**src/rtl/mips_pkg.sv**
```systemverilog
// Shared core constants and types: word geometry, default reset vector and
// the {pc, inst} entry carried through the fetch buffer.
package mips_pkg;

    localparam int WORD_W     = 32;
    localparam int INST_BYTES = 4;

    localparam logic [WORD_W-1:0] DEFAULT_RESET_PC = 32'h0000_0000;

    typedef struct packed {
        logic [WORD_W-1:0] pc;
        logic [WORD_W-1:0] inst;
    } fetch_entry_t;

    localparam int ENTRY_W = $bits(fetch_entry_t);

    function automatic logic [WORD_W-1:0] word_align(input logic [WORD_W-1:0] addr);
        return addr & ~WORD_W'(INST_BYTES - 1);
    endfunction

endpackage

```
**src/rtl/inst_fifo.sv**
```systemverilog
// Synchronous instruction buffer with first-word fall-through read and a
// single-cycle clear that empties it on a fetch redirect.
module inst_fifo
    import mips_pkg::*;
#(
    parameter int WIDTH = ENTRY_W,
    parameter int DEPTH = 4,
    parameter int CNT_W = $clog2(DEPTH + 1)
) (
    input  logic             clk,
    input  logic             rst,
    input  logic             clear,
    input  logic             push,
    input  logic [WIDTH-1:0] wdata,
    input  logic             pop,
    output logic [WIDTH-1:0] rdata,
    output logic [CNT_W-1:0] count
);

    localparam int AW = $clog2(DEPTH);

    logic [WIDTH-1:0] mem [DEPTH];
    logic [AW-1:0]    wr_ptr;
    logic [AW-1:0]    rd_ptr;

    assign rdata = mem[rd_ptr];

    always_ff @(posedge clk or posedge rst) begin
        if (rst) begin
            wr_ptr <= '0;
            rd_ptr <= '0;
            count  <= '0;
        end else if (clear) begin
            wr_ptr <= '0;
            rd_ptr <= '0;
            count  <= '0;
        end else begin
            if (push) wr_ptr <= wr_ptr + AW'(1);
            if (pop)  rd_ptr <= rd_ptr + AW'(1);
            case ({push, pop})
                2'b10:   count <= count + CNT_W'(1);
                2'b01:   count <= count - CNT_W'(1);
                default: count <= count;
            endcase
        end
    end

    // Storage carries no reset; validity is tracked entirely by count.
    always_ff @(posedge clk) begin
        if (push && !clear) mem[wr_ptr] <= wdata;
    end

`ifndef SYNTHESIS
    no_overflow: assert property (@(posedge clk) disable iff (rst)
        (push && !pop && !clear) |-> (count != CNT_W'(DEPTH)));
    no_underflow: assert property (@(posedge clk) disable iff (rst)
        (pop && !clear) |-> (count != '0));
`endif

endmodule

```
**src/rtl/ifetch.sv**
```systemverilog
// Instruction fetch: credit-limited in-order requests to instruction memory,
// buffered responses tagged with their PC, and redirect with stale-response drop.
module ifetch
    import mips_pkg::*;
#(
    parameter logic [WORD_W-1:0] RESET_PC   = DEFAULT_RESET_PC,
    parameter int                FIFO_DEPTH = 4
) (
    input  logic              clk,
    input  logic              rst,
    input  logic              redirect,
    input  logic [WORD_W-1:0] redirect_pc,
    output logic              imem_req,
    output logic [WORD_W-1:0] imem_addr,
    input  logic              imem_gnt,
    input  logic              imem_rvalid,
    input  logic [WORD_W-1:0] imem_rdata,
    output logic              inst_valid,
    input  logic              inst_ready,
    output logic [WORD_W-1:0] inst,
    output logic [WORD_W-1:0] inst_pc
);

    localparam int CW = $clog2(FIFO_DEPTH + 1);

    logic [WORD_W-1:0] fetch_pc;
    logic [WORD_W-1:0] resp_pc;
    logic [CW-1:0]     outstanding;
    logic [CW-1:0]     discard;
    logic [CW-1:0]     fifo_count;
    logic [CW:0]       credit;
    logic              grant;
    logic              push;
    logic              pop;
    logic              dropping;
    fetch_entry_t      push_entry;
    fetch_entry_t      head_entry;

    // Every in-flight request, even one destined to be discarded, holds a
    // buffer slot, so the buffer can never be overrun by returning data.
    assign credit    = {1'b0, outstanding} + {1'b0, fifo_count};
    assign imem_req  = !rst && !redirect && (credit < (CW + 1)'(FIFO_DEPTH));
    assign imem_addr = fetch_pc;
    assign grant     = imem_req && imem_gnt;

    assign dropping   = (discard != '0);
    assign push       = imem_rvalid && !redirect && !dropping;
    assign inst_valid = (fifo_count != '0);
    assign pop        = inst_valid && inst_ready && !redirect;
    assign push_entry = '{pc: resp_pc, inst: imem_rdata};
    assign inst       = head_entry.inst;
    assign inst_pc    = head_entry.pc;

    always_ff @(posedge clk or posedge rst) begin
        if (rst) begin
            fetch_pc    <= RESET_PC;
            resp_pc     <= RESET_PC;
            outstanding <= '0;
            discard     <= '0;
        end else begin
            case ({grant, imem_rvalid})
                2'b10:   outstanding <= outstanding + CW'(1);
                2'b01:   outstanding <= outstanding - CW'(1);
                default: outstanding <= outstanding;
            endcase

            if (redirect) begin
                fetch_pc <= word_align(redirect_pc);
                resp_pc  <= word_align(redirect_pc);
                // A response landing in this very cycle is already dropped.
                discard  <= outstanding - CW'(imem_rvalid);
            end else begin
                if (grant)                    fetch_pc <= fetch_pc + WORD_W'(INST_BYTES);
                if (push)                     resp_pc  <= resp_pc + WORD_W'(INST_BYTES);
                if (imem_rvalid && dropping)  discard  <= discard - CW'(1);
            end
        end
    end

    inst_fifo #(
        .WIDTH (ENTRY_W),
        .DEPTH (FIFO_DEPTH),
        .CNT_W (CW)
    ) u_inst_fifo (
        .clk   (clk),
        .rst   (rst),
        .clear (redirect),
        .push  (push),
        .wdata (push_entry),
        .pop   (pop),
        .rdata (head_entry),
        .count (fifo_count)
    );

`ifndef SYNTHESIS
    rvalid_needs_outstanding: assert property (@(posedge clk) disable iff (rst)
        imem_rvalid |-> (outstanding != '0));
`endif

endmodule
```
**config.mk**
```make
export PLATFORM = sky130hd
export DESIGN_NAME = ifetch
export DESIGN_NICKNAME = d
export VERILOG_FILES = /design/src/rtl/mips_pkg.sv /design/src/rtl/inst_fifo.sv /design/src/rtl/ifetch.sv
export SDC_FILE = /design/constraint.sdc
export NUM_CORES = 1
export LEC_CHECK = 0
export BUFFER_PORTS_ARGS = -buffer_cell sky130_fd_sc_hd__buf_4
export CAP_MARGIN = 10
export CORE_MARGIN = 1
export CORE_UTILIZATION = 58
export CTS_BUF_LIST = sky130_fd_sc_hd__clkbuf_16
export DETAILED_ROUTE_END_ITERATION = 8
export HOLD_SLACK_MARGIN = 0.12
export PLACE_DENSITY = 0.86
export SLEW_MARGIN = 20
export SYNTH_ARGS = -nofsm -noshare
export SYNTH_HDL_FRONTEND = slang
export SYNTH_SLANG_ARGS = --single-unit
```
**constraint.sdc**
```tcl
create_clock -name clk -period 3.9 [get_ports clk]
set_clock_uncertainty 0.05 [all_clocks]
set_input_delay 0.78 -clock clk [delete_from_list [all_inputs] [get_ports clk]]
set_output_delay 0.78 -clock clk [all_outputs]
set_load 0.05 [all_outputs]
```
Word-level counts from Yosys, hierarchy flattened
Memory sizes are Yosys's and may differ from the RTL's. Cells that the tools add are included.

Register bits after elaboration: 77. Bits in writable memories: 256. Input port bits: 70. Logic and storage cells: 59. Memories kept: 1.

Memories: u_inst_fifo.mem (words 4, bits a word 64, rd ports 1, clocked after memory_dff 0, wr ports 1, line inst_fifo.sv:22) `logic [WIDTH-1:0] mem [DEPTH];`.

$add $sub $neg: 11. $lt $le $gt $ge: 1. Equal/unequal tests: 4. Multiplexer cells: 15. Reduce and logical (&&, ||, !) cells: 20.

Operators by type and width (number): 2-to-1 mux 32 bit (4); adder 32 x 3 -> 32 bit, second input constant (2); one-hot mux 3 bit (2 select lines) (2); nonzero test 2 bit (5); logical AND 1 bit (9); 2-to-1 mux 3 bit (3); nonzero test 3 bit (3); subtractor 3 x 1 -> 3 bit, second input constant (3); 2-to-1 mux 2 bit (4); adder 3 x 1 -> 3 bit, second input constant (2); adder 2 x 1 -> 2 bit, second input constant (2); adder 3 x 3 -> 4 bit (1); == test 2 x 1 -> 1 bit, second input constant (2); == test 2 bit, second input constant (2); less-than comparator 4 x 3 -> 1 bit, second input constant (1); logical NOT 1 bit (3); subtractor 3 x 1 -> 3 bit (1); 2-to-1 mux 1 bit (2).

Logic depth before layout (Yosys ltp)
Word-level depth: 6. Gate-level depth with buffers: 12. Depth with buffers taken out: 10.

By module
Synthesis repeated with hierarchy kept, for this count alone.

Cells, all modules: 794. Area, all modules: 13570.5 µm².

By module, submodules not included: inst_fifo (instances 1, cells each 376, area an instance 9660.5 µm², sequential area each 7862.5 µm²); ifetch (instances 1, cells each 418, area an instance 3910.0 µm², sequential area each 1651.6 µm²).

Least setup slack after synthesis
Ideal clock, no wire load.

Path type: input to register. Start: in imem_rvalid. End: mem u_inst_fifo.mem[0][0] (netlist bit) (enable). Library setup time: 0.427 ns. Arrival time: 2.952 ns. Data required time: 3.423 ns. Path slack: 0.472 ns. Stages on the path: 4. Path buffers: 2. Path through: and3b_1 -> clkbuf_1 -> clkbuf_1 -> and3_1.

Word-level cells in the longest chain between the ends: 5.

RTL lines: from (decl) (line ifetch.sv:16) `input logic imem_rvalid,`; logical AND 1 bit (2 in series) (line ifetch.sv:47) `assign push = imem_rvalid && !redirect && !dropping;`; logical AND 1 bit (line inst_fifo.sv:50) `if (push && !clear) mem[wr_ptr] <= wdata;`; 2-to-1 mux 1 bit (line inst_fifo.sv:50); 2-to-1 mux 1 bit (not written as such) (line inst_fifo.sv:50); to (decl) (line inst_fifo.sv:22).

No other way between the ends.

Final worst setup path
Start: reg u_inst_fifo.rd_ptr[0]. End: out inst_pc[9].

Word-level cells in the longest chain between the ends: 1.

RTL lines: from (decl) (line inst_fifo.sv:24) `logic [AW-1:0] rd_ptr;`; from (signal assigned) (line inst_fifo.sv:39) `if (pop) rd_ptr <= rd_ptr + AW'(1);`; memory read (4 x 64 bit); to (decl) (line ifetch.sv:21) `output logic [WORD_W-1:0] inst_pc`.

No other way between the ends.

==> reports/metrics.yaml <==
clocking:
  cts_tree: "yes"
  clk_path_buf_depth: 3
  cts-hold-fix-buffers: 0
  cts_sinks: 321
  clock-root-buffer: "sky130_fd_sc_hd__clkbuf_16"
  cts_inserted_buffers: 31
  clock_pin_transition_on_the_worst_setup_and_hold_timing_paths_ns: 0.06
  cts_setup_buffers: 0
  postCtsResizedCells: 0
  ctsHtreeMaxLevel: 1
  clock_insertion_delay_worst_skew_ns: 0.55
grt:
  globalRouteTotalUtil_pct: 21.7
  grt_antenna_before_repair: 0
  globalRoute.totalOverflow: 0
  first_global_vias: 7538
  grt_start_max_net_pins: 74
  grt_first_pass_wirelength_mm: 39.7
outcome:
  status: "complete, no violations"
critical_path:
  timing.rr.start: "discard[0]"
  criticalPathCategory: "reg2out"
  worstPathRequired_ns: 3.07
  worst-path-buf-inv: 2
  rr_worst_depth: 9
  critical-path-top-delay-family: "flip-flops"
  worst-r2r-setup-slack_ns: 1.33
  reg2reg_to: "u_inst_fifo.count[2]"
  worstPathCellList: "buf_12 -> mux4_2 -> buf_4"
  critPathMaxStageDelay_ns: 0.91
  critPathMaxFanout: 35
  timing.critical_path.to_type: "output pin"
  arrival_time_reported_for_the_critical_path_endpoint_ns: 2.49
  critical-path-slowest-cell: "sky130_fd_sc_hd__dfrtp_4"
  startpoint_class_of_the_critical_path: "register"
route:
  total_wire_length_mm: 24.7
  route.detailed.wl_per_inst_um: 19.5
  drc: 0
  vias_cell: 5.94
  detail_route.first_pass.iterations: 5
  vias: 7524
  ant_nets: 0
  drt-initial-drc-count: 537
sta:
  min_period_over_period_pct: 85.2
  tightest_slew_ns: 0.934
  final_max_slew_viol_count: 0
  final.setup.tns_ns: 0
  slew-limit-headroom_pct: 37.7
  grt_setup_unrepaired: "false"
  final-setup-viol-count: 0
  fmax_mhz: 301
  crit_path_time_final_ns: 3.32
  timing_hold_violations_final: 0
cells_and_area:
  nNetsFinal: 1046
  syn2layout_area_growth_pct: 18.9
  finalCoreUtilization_pct: 71.2
  fillCellCount: 1395
  multiInputGateArea_um2: 3710
  antenna_cells_inserted: 0
  post_route_cells_drive_above_1_share_pct: 31.3
  ff_latch_area_um2: 9280
synth:
  synth.yosys.seq_area_share_pct: 70.1
  number_of_flops_mapped_to_enable_cells_by_yosys: 248
  synth.lib_cells_used.distinct: 57
  async_flop_share_pct: 22.7
  yosys.area.top_type_share_pct: 56.3
  synth_top_cells_by_count: "248 x sky130_fd_sc_hd__edfxtp_1, 73 x sky130_fd_sc_hd__dfrtp_1, 62 x sky130_fd_sc_hd__mux4_2"
  synth.most_common_cell: "sky130_fd_sc_hd__edfxtp_1"
  synth_top_area_cell: "sky130_fd_sc_hd__edfxtp_1"
  synth_instances: 788
  synth.avg_cell_area_um2: 16.8
  synth_flop_cell: "sky130_fd_sc_hd__edfxtp_1"
  synth-warning-count: 0
  synthesis.area_um2: 13200
  yosys_register_bits: 321
  synthTopCellsByArea: "sky130_fd_sc_hd__edfxtp_1 56%, sky130_fd_sc_hd__dfrtp_1 14%, sky130_fd_sc_hd__mux4_2 11%, sky130_fd_sc_hd__xnor2_1 2.2%, sky130_fd_sc_hd__nand2_1 1.6%"
flow_run:
  max_cap_violations: 0
power_and_ir_drop:
  leakage_nw: 5.61
  power_density_nw_per_um2: 609
  vdd.ir_drop.worst_uv: 493
placed_design:
  globalplace.congestion: 0.882
  placement.io_buffers: 161
  dp_wirelength_mm: 15.5
floorplan:
  floorplan.initialDensity_pct: 59.8
  die_h_um: 153
  placement_rows: 54
  ios: 168
  die-width_um: 153
  fp.coreArea_um2: 22100
  floorplan.die_area_um2: 23400
min_path:
  hold_path_class: "in2reg"
  worstHoldEndpoint: "u_inst_fifo.mem[2][14]"
  timing.hold.worst.start: "imem_rdata[14]"
  hold_depth: 1
## how the worst max path moves through the flow
| stage | start | slack, ns | to | cells past startpoint |
|---|---|---|---|---|
| after floorplan | imem_rvalid | 0.47 | u_inst_fifo.mem[0][0] | 4 |
| after global placement | u_inst_fifo.rd_ptr[0] | 1.08 | inst_pc[9] | 3 |
| after detailed placement | u_inst_fifo.rd_ptr[0] | 1.08 | inst_pc[9] | 3 |
| after CTS | u_inst_fifo.rd_ptr[0] | 0.49 | inst_pc[9] | 3 |
| after global routing | u_inst_fifo.rd_ptr[0] | 0.44 | inst_pc[9] | 3 |
| final | u_inst_fifo.rd_ptr[0] | 0.58 | inst_pc[9] | 3 |
## kinds of logic (layout without fill, tap and decap cells)
group | Yosys count | in the layout | share of synthesized area (%)
AO/OA/AOI/OAI | 83 | 83 | 3.99
buffers and inverters | 58 | 253 | 1.94
other | 1 | 4 | 0.0284
XOR/XNOR | 46 | 46 | 3.05
adder cells (fa/ha/maj) | 15 | 15 | 1.53
flip-flops | 321 | 321 | 70.1
AND/OR/NAND/NOR | 195 | 195 | 8.18
multiplexers | 69 | 69 | 11.1
## flip-flops by register name (all words and copies together), names as in the netlist
name / flops
u_inst_fifo.mem: 248
u_inst_fifo.wr_ptr: 2
discard: 3
imem_addr: 30
u_inst_fifo.rd_ptr: 2
outstanding: 3
u_inst_fifo.count: 3
resp_pc: 30
## area by class of cell
class	count	area share, %
Sequential cell	321	59.0
Multi-Input combinational cell	412	23.6
Timing Repair Buffer	175	8.83
Clock buffer	31	4.93
Tap cell	280	2.23
Clock inverter	27	0.947
Inverter	20	0.477
## power breakdown
group          leakage (nW)  total (W)  switching, W  internal (W)
logic                  1.99    0.00268       0.00164       0.00104
registers              3.12    0.00420      0.000303       0.00390
clock network         0.495    0.00269       0.00118       0.00150
## cell usage in the layout, fill, tap and decap left out, types with 14 or more instances in the layout
| cell | synthesis | final |
|---|---|---|
| sky130_fd_sc_hd__buf_4 | 4 | 169 |
| sky130_fd_sc_hd__o21ai_1 | 15 | 15 |
| sky130_fd_sc_hd__nand3_1 | 35 | 35 |
| sky130_fd_sc_hd__xnor2_1 | 33 | 33 |
| sky130_fd_sc_hd__nand2_1 | 55 | 55 |
| sky130_fd_sc_hd__edfxtp_1 | 248 | 248 |
| sky130_fd_sc_hd__mux4_2 | 62 | 62 |
| sky130_fd_sc_hd__dfrtp_1 | 73 | 71 |
| sky130_fd_sc_hd__nor2_1 | 30 | 30 |
| sky130_fd_sc_hd__o21ai_0 | 23 | 23 |
| sky130_fd_sc_hd__nand4_1 | 14 | 14 |
| sky130_fd_sc_hd__clkbuf_16 | 0 | 31 |
| sky130_fd_sc_hd__inv_1 | 18 | 26 |
## through the flow
stage / setup WS (ns) / instance area, µm² / instances / total power, W / hold slack [ns]
6_report: 0.578 / 15700 / 1266 / 0.00957 / 0.380
5_1_grt: 0.435 / 15700 / 1266 / 0.00994 / 0.356
4_1_cts: 0.495 / 15700 / 1266 / 0.00966 / 0.354
3_5_place_dp: 1.08 / 14800 / 1208 / 0.00698 / 0.466
3_3_place_gp: 1.08 / 14800 / 1208 / 0.00693 / 0.441
2_1_floorplan: 0.472 / 13200 / 791 / 0.00618 / 0.417
## per-layer routing
metal | wire (µm) | share of wire [%] | track usage (%)
met5 | 0 | 0 | 0
met1 | 10400 | 42 | 31.1
met4 | 486 | 2.0 | 6.16
met3 | 1770 | 7.2 | 3.35
met2 | 12000 | 49 | 35.3
Power figures use the tool's default switching activity.
